<file path="src/rtl/pnr_sys_initiator.sv">
// Purpose: converts one cmd (read or write) into a single-strobe system-bus access and returns one response.
// Latency: rsp_valid rises two cycles after the accept edge when sys_ack arrives on the first WAIT cycle.
//          A misaligned address responds on the cycle after accept.
// Backpressure: cmd_ready is high only in IDLE; a pending response holds rsp_* and blocks new commands until rsp_ready.
//
// Ports:
//   clk_i, rst_i                      clock, asynchronous active-high reset
//   cmd_valid/cmd_ready               command handshake; cmd_we, cmd_addr, cmd_wdata are the command fields
//   rsp_valid/rsp_ready               response handshake; rsp_rdata, rsp_err, rsp_timeout are the response fields
//   sys_addr, sys_wdata, sys_wen/ren  system bus request; sys_wen/sys_ren are one-cycle strobes
//   sys_rdata, sys_err, sys_ack       system bus return, sampled only while waiting for the ack
//   txn_cnt, err_cnt                  completed responses (wrapping) and error/timeout responses (saturating)
// Build option: define PNR_SYS_INITIATOR_TIMEOUT_EN to abort WAIT after TIMEOUT_CYC cycles without sys_ack.
//   Without it, WAIT lasts until sys_ack and rsp_timeout is always 0.

module pnr_sys_initiator #(
    parameter int TIMEOUT_CYC = 255
) (
    input  logic        clk_i,
    input  logic        rst_i,
    input  logic        cmd_valid,
    output logic        cmd_ready,
    input  logic        cmd_we,
    input  logic [31:0] cmd_addr,
    input  logic [31:0] cmd_wdata,
    output logic        rsp_valid,
    input  logic        rsp_ready,
    output logic [31:0] rsp_rdata,
    output logic        rsp_err,
    output logic        rsp_timeout,
    output logic [31:0] sys_addr,
    output logic [31:0] sys_wdata,
    output logic        sys_wen,
    output logic        sys_ren,
    input  logic [31:0] sys_rdata,
    input  logic        sys_err,
    input  logic        sys_ack,
    output logic [15:0] txn_cnt,
    output logic [7:0]  err_cnt
);

    typedef enum logic [1:0] {
        IDLE  = 2'd0,
        ISSUE = 2'd1,
        WAIT  = 2'd2,
        RESP  = 2'd3
    } state_t;

    state_t state;
    state_t state_nxt;

    logic cmd_fire;
    logic rsp_fire;
    logic misaligned;
    logic ack_hit;
    logic timeout_hit;
    logic txn_we;

    // Next values of the registered handshake/strobe outputs
    logic cmd_ready_d;
    logic sys_wen_d;
    logic sys_ren_d;
    logic rsp_valid_d;

    assign cmd_fire   = cmd_valid & cmd_ready;
    assign rsp_fire   = rsp_valid & rsp_ready;
    assign misaligned = (cmd_addr[1:0] != 2'b00);
    // Bus returns only matter while waiting; anything seen in other states is dropped.
    assign ack_hit    = (state == WAIT) & sys_ack;

`ifdef PNR_SYS_INITIATOR_TIMEOUT_EN
    localparam int CW = $clog2(TIMEOUT_CYC + 1);

    logic [CW-1:0] wait_cnt;

    // wait_cnt reads 1 on the first WAIT cycle, TIMEOUT_CYC on the last one.
    always_ff @(posedge clk_i or posedge rst_i) begin
        if (rst_i) begin
            wait_cnt <= '0;
        end else if (state == ISSUE) begin
            wait_cnt <= CW'(1);
        end else if (state == WAIT) begin
            wait_cnt <= wait_cnt + CW'(1);
        end
    end

    // An ack on the final cycle takes priority over the timeout.
    assign timeout_hit = (state == WAIT) & ~sys_ack & (wait_cnt == CW'(TIMEOUT_CYC));
`else
    // TIMEOUT_CYC only has meaning when the timeout counter is built in.
    logic unused_timeout_cfg;
    assign unused_timeout_cfg = (TIMEOUT_CYC != 0);
    assign timeout_hit        = 1'b0;
`endif

    // State register
    always_ff @(posedge clk_i or posedge rst_i) begin
        if (rst_i) begin
            state <= IDLE;
        end else begin
            state <= state_nxt;
        end
    end

    // Next-state logic
    always_comb begin
        state_nxt = state;
        case (state)
            IDLE:  if (cmd_fire) state_nxt = misaligned ? RESP : ISSUE;
            ISSUE: state_nxt = WAIT;
            WAIT:  if (ack_hit || timeout_hit) state_nxt = RESP;
            RESP:  if (rsp_fire) state_nxt = IDLE;
            default: state_nxt = IDLE;
        endcase
    end

    // Output logic: next values for the registered outputs, taken from the state being entered
    always_comb begin
        cmd_ready_d = (state_nxt == IDLE);
        rsp_valid_d = (state_nxt == RESP);
        // ISSUE is only entered from IDLE, so the live cmd_we selects the strobe.
        sys_wen_d   = (state == IDLE) & (state_nxt == ISSUE) & cmd_we;
        sys_ren_d   = (state == IDLE) & (state_nxt == ISSUE) & ~cmd_we;
    end

    // Datapath and output registers
    always_ff @(posedge clk_i or posedge rst_i) begin
        if (rst_i) begin
            cmd_ready   <= 1'b0;
            rsp_valid   <= 1'b0;
            sys_wen     <= 1'b0;
            sys_ren     <= 1'b0;
            txn_we      <= 1'b0;
            sys_addr    <= '0;
            sys_wdata   <= '0;
            rsp_rdata   <= '0;
            rsp_err     <= 1'b0;
            rsp_timeout <= 1'b0;
            txn_cnt     <= '0;
            err_cnt     <= '0;
        end else begin
            cmd_ready <= cmd_ready_d;
            rsp_valid <= rsp_valid_d;
            sys_wen   <= sys_wen_d;
            sys_ren   <= sys_ren_d;

            // Address/data stay registered from accept until the next accept,
            // which keeps them stable through ISSUE and WAIT.
            if (cmd_fire) begin
                txn_we      <= cmd_we;
                sys_addr    <= cmd_addr;
                sys_wdata   <= cmd_wdata;
                rsp_err     <= misaligned;
                rsp_timeout <= 1'b0;
                rsp_rdata   <= '0;
            end

            if (ack_hit) begin
                rsp_err     <= sys_err;
                rsp_timeout <= 1'b0;
                // Read data is only returned for a successful read.
                rsp_rdata   <= (!txn_we && !sys_err) ? sys_rdata : 32'd0;
            end else if (timeout_hit) begin
                rsp_err     <= 1'b0;
                rsp_timeout <= 1'b1;
                rsp_rdata   <= '0;
            end

            if (rsp_fire) begin
                txn_cnt <= txn_cnt + 16'd1;
                if ((rsp_err || rsp_timeout) && (err_cnt != 8'hFF)) begin
                    err_cnt <= err_cnt + 8'd1;
                end
            end
        end
    end

endmodule

</file>
<file path="config.mk">
export PLATFORM = sky130hd
export DESIGN_NAME = pnr_sys_initiator
export DESIGN_NICKNAME = d
export VERILOG_FILES = /design/src/rtl/pnr_sys_initiator.sv
export SDC_FILE = /design/constraint.sdc
export NUM_CORES = 1
export LEC_CHECK = 0
export ABC_AREA = 1
export CORE_ASPECT_RATIO = 1.4
export CORE_MARGIN = 2
export CORE_UTILIZATION = 40
export DETAILED_ROUTE_END_ITERATION = 10
export GPL_TIMING_DRIVEN = 0
export PLACE_DENSITY = 0.87
export SYNTH_ARGS = -nofsm -noshare
export SYNTH_HDL_FRONTEND = slang
export SYNTH_SLANG_ARGS = --single-unit
</file>
<file path="constraint.sdc">
create_clock -name clk_i -period 6 [get_ports clk_i]
set_clock_uncertainty 0.05 [all_clocks]
set_input_delay 0.9 -clock clk_i [delete_from_list [all_inputs] [get_ports clk_i]]
set_output_delay 0.9 -clock clk_i [all_outputs]
set_load 0.01 [all_outputs]
</file>
==> flow_metrics.tcl, run 1 <==
set metrics [dict create \
    initial_utilization 0.412 \
    ys_seq_elements 128 \
    clk_latency_ps 400 \
    worstReg2RegStart "cmd_ready$_DFF_PP0_" \
    core_area_um2 12900 \
    synth_to_final_area_change_pct 58.3 \
    crit_path_cell_trace "clkdlybuf4s50_1" \
    hold-worst-slack_ps 427 \
    dieArea_um2 14300 \
    slew_headroom 0.595 \
    final_period_minus_worst_setup_slack_ps 2410 \
    timing.final.crit_share 0.402 \
    cts.repair.resized 0 \
    critical-path-slowest-cell "sky130_fd_sc_hd__clkdlybuf4s50_1" \
    synthMostInstantiatedCell "sky130_fd_sc_hd__nand2_1" \
    yosys_most_used_dff "sky130_fd_sc_hd__dfrtp_1" \
    fmaxAchievable_mhz 415 \
    post_route_cells_drive_above_1_share 0.0816 \
    synth_area_per_cell_um2 8.92 \
    synth_seq_area_share 0.601 \
    worst_ir_drop_on_vdd_uv 327 \
    buffer_type_at_the_clock_tree_root "sky130_fd_sc_hd__clkbuf_16" \
    worstPathRequired_ps 5050 \
    synth_async_sr_flop_share 1.00 \
    worst_pin_slew_ps 608 \
    power_mw 3.97 \
    num-nets-final 950 \
    holdPathStages 2 \
    clkSlewWorstSetupHoldPaths_ps 60 \
    total_half_perimeter_wirelength_after_legalization_and_detailed_placement_um 10800 \
    io_pins 229 \
    floorplan.rows 49 \
    worst_setup_path_start_kind "flip-flop" \
    drt-vias-per-instance 4.69 \
    rsz0062_at_grt "false" \
    hold_class "reg -> reg" \
    cts_num_sinks 128 \
    critical_hold_path_startpoint "sys_wdata[9]$_DFFE_PP0P_" \
    ys_warn_count 0 \
    r2r_cells 6 \
    first_pass_grt_wire_length_um 24200 \
    die_height_um 141 \
    timing_max_transition_violations_final 0 \
    cts_tree "done" \
    cts_made_buffers 17 \
    synth.net_count 703 \
    kind_of_cell_adding_the_most_delay_to_the_critical_path "buffers and inverters" \
    yosys.area.top_type "sky130_fd_sc_hd__dfrtp_1" \
    inserted_diodes 0 \
    drt_wl_total_um 14800 \
    final-setup-viol-count 0 \
    cp_num_buf_inv 1 \
    first_global_vias 4893 \
    timing_hold_violations_final 0 \
    ant_nets 0 \
    post_cts_hold_buffer_count 0 \
    cts_post_setup_buffers_inserted 0 \
    synthDistinctLibCells 31 \
    cts-htree-levels 4 \
    detail_route.wl_per_cell_um 14.3 \
    worst-setup-path-type "reg -> out" \
    num_vias 4857 \
    dr.pass1.iters 5 \
    grt_antenna_before_repair 0 \
    clk_path_buf_depth 2 \
    final_core_utilization 0.653 \
    fin_tns_setup_ps 0 \
    synth_enable_flop_cells 0 \
    grt_usage 0.215 \
    synth_largest_type_area_fraction 0.601 \
    grt_start_max_net_pins 86 \
    drv.max_cap_violation_count 0 \
    ys_top_cells_by_area "sky130_fd_sc_hd__dfrtp_1 60%, sky130_fd_sc_hd__nand2_1 19%, sky130_fd_sc_hd__nand3_1 3.8%" \
    power.leakage_nw 4.01 \
    r2r-end "sys_addr[28]$_DFFE_PP0P_" \
    worstSetupEndpointType "output port" \
    post-route-drc-count 0 \
    placement.io_buffers 227 \
    crit_path_max_fanout 6 \
    cp.arrival_ps 1460 \
    delay_of_the_slowest_critical_path_stage_ps 580 \
    place.gp.congestion 0.829 \
    outcome "completed" \
    die_w_um 102 \
    synthesis.instances 598 \
    min_to "sys_wdata[9]$_DFFE_PP0P_" \
    detail_route.iter0.violations 174 \
    power-per-cell-area_nw_per_um2 470 \
    mappedNetlistArea_um2 5330 \
    r2r_setup_slack_ps 4510 \
    post_synth_most_frequent_cells "276 x sky130_fd_sc_hd__nand2_1, 128 x sky130_fd_sc_hd__dfrtp_1, 40 x sky130_fd_sc_hd__nand3_1" \
    gr-total-overflow 0 \
]
==> final cells by class <==
| class | instances | area, um^2 |
|---|---|---|
| clock buffers | 18 | 429 |
| repair buffers | 228 | 2300 |
| multi-input cells | 414 | 1880 |
| inverters | 27 | 109 |
| clock inverters | 14 | 154 |
| fillers | 1020 | 4490 |
| well taps | 178 | 223 |
| plain buffers | 29 | 148 |
| flip-flops and latches | 128 | 3200 |
==> sequential cells by signal (all words and copies together) (netlist names) <==
register,count
rsp_rdata,32
rsp_valid,1
cmd_ready,1
state,2
sys_wdata,32
sys_ren,1
rsp_err,1
txn_we,1
err_cnt,8
sys_wen,1
txn_cnt,16
sys_addr,32
==> cells in the final DEF (no fill, tap or decap), types with 6 or more instances in the layout <==
master                            netlist  routed
sky130_fd_sc_hd__clkbuf_1               7       8
sky130_fd_sc_hd__xor2_1                 7       7
sky130_fd_sc_hd__xnor2_1                8       8
sky130_fd_sc_hd__buf_2                 16      16
sky130_fd_sc_hd__nor2_1                13      13
sky130_fd_sc_hd__o21ai_0               29      29
sky130_fd_sc_hd__clkdlybuf4s50_1        0     227
sky130_fd_sc_hd__nand4_1                6       6
sky130_fd_sc_hd__nand2_1              276     276
sky130_fd_sc_hd__nand3_1               40      40
sky130_fd_sc_hd__inv_6                  0       7
sky130_fd_sc_hd__inv_1                 26      25
sky130_fd_sc_hd__dfrtp_1              128     128
sky130_fd_sc_hd__o21ai_1               10      10
sky130_fd_sc_hd__clkbuf_16              0      17
==> layer usage <==
metal	track usage	wire (um)	share of wire
met5	0	0	0
met1	0.252	5840	0.39
met3	0.0699	1070	0.072
met4	0.0974	526	0.035
met2	0.356	7400	0.50
==> kinds of logic (layout without fill, tap and decap cells) <==
kind of cell | Yosys count | in the layout | share of synthesized area
xor+xnor | 15 | 15 | 0.0246
fa+ha+maj | 2 | 2 | 0.00469
flops | 128 | 128 | 0.601
compound gates | 42 | 42 | 0.0408
buf+inv | 56 | 316 | 0.0472
simple gates | 354 | 354 | 0.281
other cells | 1 | 1 | 0.000703
==> worst max path at each step <==
stage,to,cells past startpoint,start
after floorplan,cmd_ready$_DFF_PP0_,1,rst_i
after global placement,sys_addr[28]$_DFFE_PP0P_,2,rst_i
after detailed placement,sys_addr[28]$_DFFE_PP0P_,7,cmd_valid
after CTS,err_cnt[6],1,err_cnt[6]$_DFFE_PP0P_
after global routing,err_cnt[6],1,err_cnt[6]$_DFFE_PP0P_
final,err_cnt[6],1,err_cnt[6]$_DFFE_PP0P_
==> stage by stage <==
stage               instance area (um^2)  std cells  worst slack (ps)
finish                              8440       1036              3590
global route                        8440       1036              3540
CTS                                 8440       1036              3580
detailed placement                  7860       1004              3480
global placement                    7830       1003              -186
floorplan                           5330        598              1640
==> where the power goes <==
group          total, mW  switching, mW  internal [mW]  leakage (nW)
Combinational       1.53          0.712          0.818          2.10
Clock               1.03          0.407          0.619         0.279
Sequential          1.41          0.212           1.20          1.64
Total               3.97           1.33           2.63          4.01
(Power assumes the default switching activity.)
==> run 2, diff against run 1 <==
==> constraint.sdc (replaced) <==
create_clock -name clk_i -period 2.4 [get_ports clk_i]
set_clock_uncertainty 0.05 [all_clocks]
set_input_delay 0.36 -clock clk_i [delete_from_list [all_inputs] [get_ports clk_i]]
set_output_delay 0.36 -clock clk_i [all_outputs]
set_load 0.01 [all_outputs]
==> flow_metrics.tcl, run 2 (synthesis results as in run 1) <==
set metrics [dict create \
    outcome "completed" \
    slew_headroom 0.602 \
    delay_of_the_slowest_critical_path_stage_ps 580 \
    grt_usage 0.220 \
    timing_max_transition_violations_final 0 \
    r2r-end "err_cnt[5]$_DFFE_PP0P_" \
    gr-total-overflow 0 \
    kind_of_cell_adding_the_most_delay_to_the_critical_path "buffers and inverters" \
    grt_start_max_net_pins 33 \
    filler_cell_count_in_the_final_layout 1056 \
    worstPathRequired_ps 1990 \
    die_height_um 141 \
    worstSetupEndpointType "output port" \
    seq_power_share 0.359 \
    timing_hold_violations_final 0 \
    io_pins 229 \
    reg.largest.list "rsp_rdata x32, sys_addr x32, sys_wdata x32" \
    topRoutingLayerUsed "met4" \
    cts_made_buffers 17 \
    drv.max_cap_violation_count 0 \
    clkSlewWorstSetupHoldPaths_ps 60 \
    cts_num_sinks 128 \
    first_global_vias 4978 \
    floorplan.rows 49 \
    first_pass_grt_wire_length_um 24300 \
    multiInputGateArea_um2 1880 \
    power-per-cell-area_nw_per_um2 1160 \
    cts_post_setup_buffers_inserted 0 \
    initial_utilization 0.412 \
    final_period_minus_worst_setup_slack_ps 1860 \
    synth_to_final_area_change_pct 58.9 \
    hold_class "in -> async" \
    fmaxAchievable_mhz 539 \
    detail_route.wl_per_cell_um 14.4 \
    cts-htree-levels 4 \
    cp_num_buf_inv 1 \
    final-setup-viol-count 0 \
    dieArea_um2 14300 \
    power.net_switching_mw 3.25 \
    post-route-drc-count 0 \
    r2r_cells 8 \
    pwr-share-clk 0.248 \
    hold-worst-slack_ps 308 \
    crit_path_max_fanout 6 \
    worst_ir_drop_on_vdd_uv 639 \
    detail_route.iter0.violations 152 \
    cp.arrival_ps 1450 \
    worst_slack_ps 544 \
    worst_setup_path_start_kind "flip-flop" \
    power_mw 9.81 \
    clk_path_buf_depth 2 \
    cts_tree "done" \
    ant_nets 0 \
    r2r_setup_slack_ps 880 \
    worst-setup-path-type "reg -> out" \
    post_cts_hold_buffer_count 0 \
    netSwitchingFraction 0.331 \
    crit_path_cell_trace "clkdlybuf4s50_1" \
    cts.repair.resized 0 \
    fin_tns_setup_ps 0 \
    drt_wl_total_um 15000 \
    num_vias 4891 \
    post_route_cells_drive_above_1_share 0.0803 \
    die_w_um 102 \
    worst_pin_slew_ps 597 \
    rsz0062_at_grt "false" \
    comb_power_share 0.393 \
    grt_antenna_before_repair 0 \
    routed-wl-met2_um 7650 \
    power.leakage_nw 4.02 \
    dr_wl_met3_um 993 \
    power.internal_mw 6.57 \
    drt-vias-per-instance 4.72 \
    total_half_perimeter_wirelength_after_legalization_and_detailed_placement_um 11400 \
    worstReg2RegStart "err_cnt[0]$_DFFE_PP0P_" \
    dr.pass1.iters 4 \
    wirelength_met1_um 5700 \
    buffer_type_at_the_clock_tree_root "sky130_fd_sc_hd__clkbuf_16" \
    num-nets-final 953 \
    timing.final.crit_share 0.773 \
    placement.io_buffers 227 \
    critical_path.startpoint "err_cnt[6]$_DFFE_PP0P_" \
    place.gp.congestion 0.843 \
    dpl_worst_slack_ps 360 \
    ff_latch_area_um2 3200 \
    critical-path-slowest-cell "sky130_fd_sc_hd__clkdlybuf4s50_1" \
    core_area_um2 12900 \
    mostFrequentLayoutCell "sky130_fd_sc_hd__nand2_1" \
    inserted_diodes 0 \
    most-common-layout-cells "276 x sky130_fd_sc_hd__nand2_1, 227 x sky130_fd_sc_hd__clkdlybuf4s50_1, 128 x sky130_fd_sc_hd__dfrtp_1, 40 x sky130_fd_sc_hd__nand3_1, 29 x sky130_fd_sc_hd__o21ai_0" \
    clk_latency_ps 400 \
]
[run 2: cell count changes in the layout (fill, tap and decap cells not counted), sizes merged]
| cell | delta |
|---|---|
| clkinv | +3 |
| buf | +3 |
| inv | -7 |
| clkbuf | +2 |
[run 2: worst max-delay path by stage]
| stage | end | cells past startpoint |
|---|---|---|
| 6_report | err_cnt[6] | 1 |
| 5_1_grt | err_cnt[6] | 1 |
| 4_1_cts | err_cnt[6] | 1 |
| 3_5_place_dp | sys_wdata[19]$_DFFE_PP0P_ | 7 |
| 3_3_place_gp | txn_cnt[8]$_DFFE_PP0P_ | 2 |
| 2_1_floorplan | cmd_ready$_DFF_PP0_ | 1 |
[run 2: per-stage QoR]
step / util / std cells / instance area [um^2]
finish: 0.655 / 1037 / 8470
global route: 0.655 / 1037 / 8470
CTS: 0.655 / 1037 / 8470
detailed placement: 0.612 / 1007 / 7920
global placement: 0.605 / 1003 / 7830
floorplan: - / 598 / 5340
[run 2: cell type report]
cell class | instances | area share
inverter | 27 | 0.0127
timing repair buffer | 231 | 0.278
tap | 178 | 0.0263
buffer | 29 | 0.0174
sequential | 128 | 0.378
clock buffer | 20 | 0.0515
multi-input combinational | 414 | 0.222
clock inverter | 10 | 0.0137
[run 2: power groups by stage]
stage / Sequential [mW] / Combinational, mW / Clock [mW]
after floorplan: 3.88 / 1.26 / 0
after global placement: 3.51 / 3.78 / 0
after detailed placement: 3.54 / 3.89 / 0
after CTS: 3.53 / 3.90 / 2.49
after global routing: 3.63 / 4.22 / 2.57
final: 3.52 / 3.85 / 2.44
[run 2: layer usage]
metal / up-vias / global-route usage
li1: 2374 / -
met1: 2284 / 0.247
met2: 188 / 0.368
met3: 45 / 0.0724
met4: 0 / 0.110
met5: - / 0
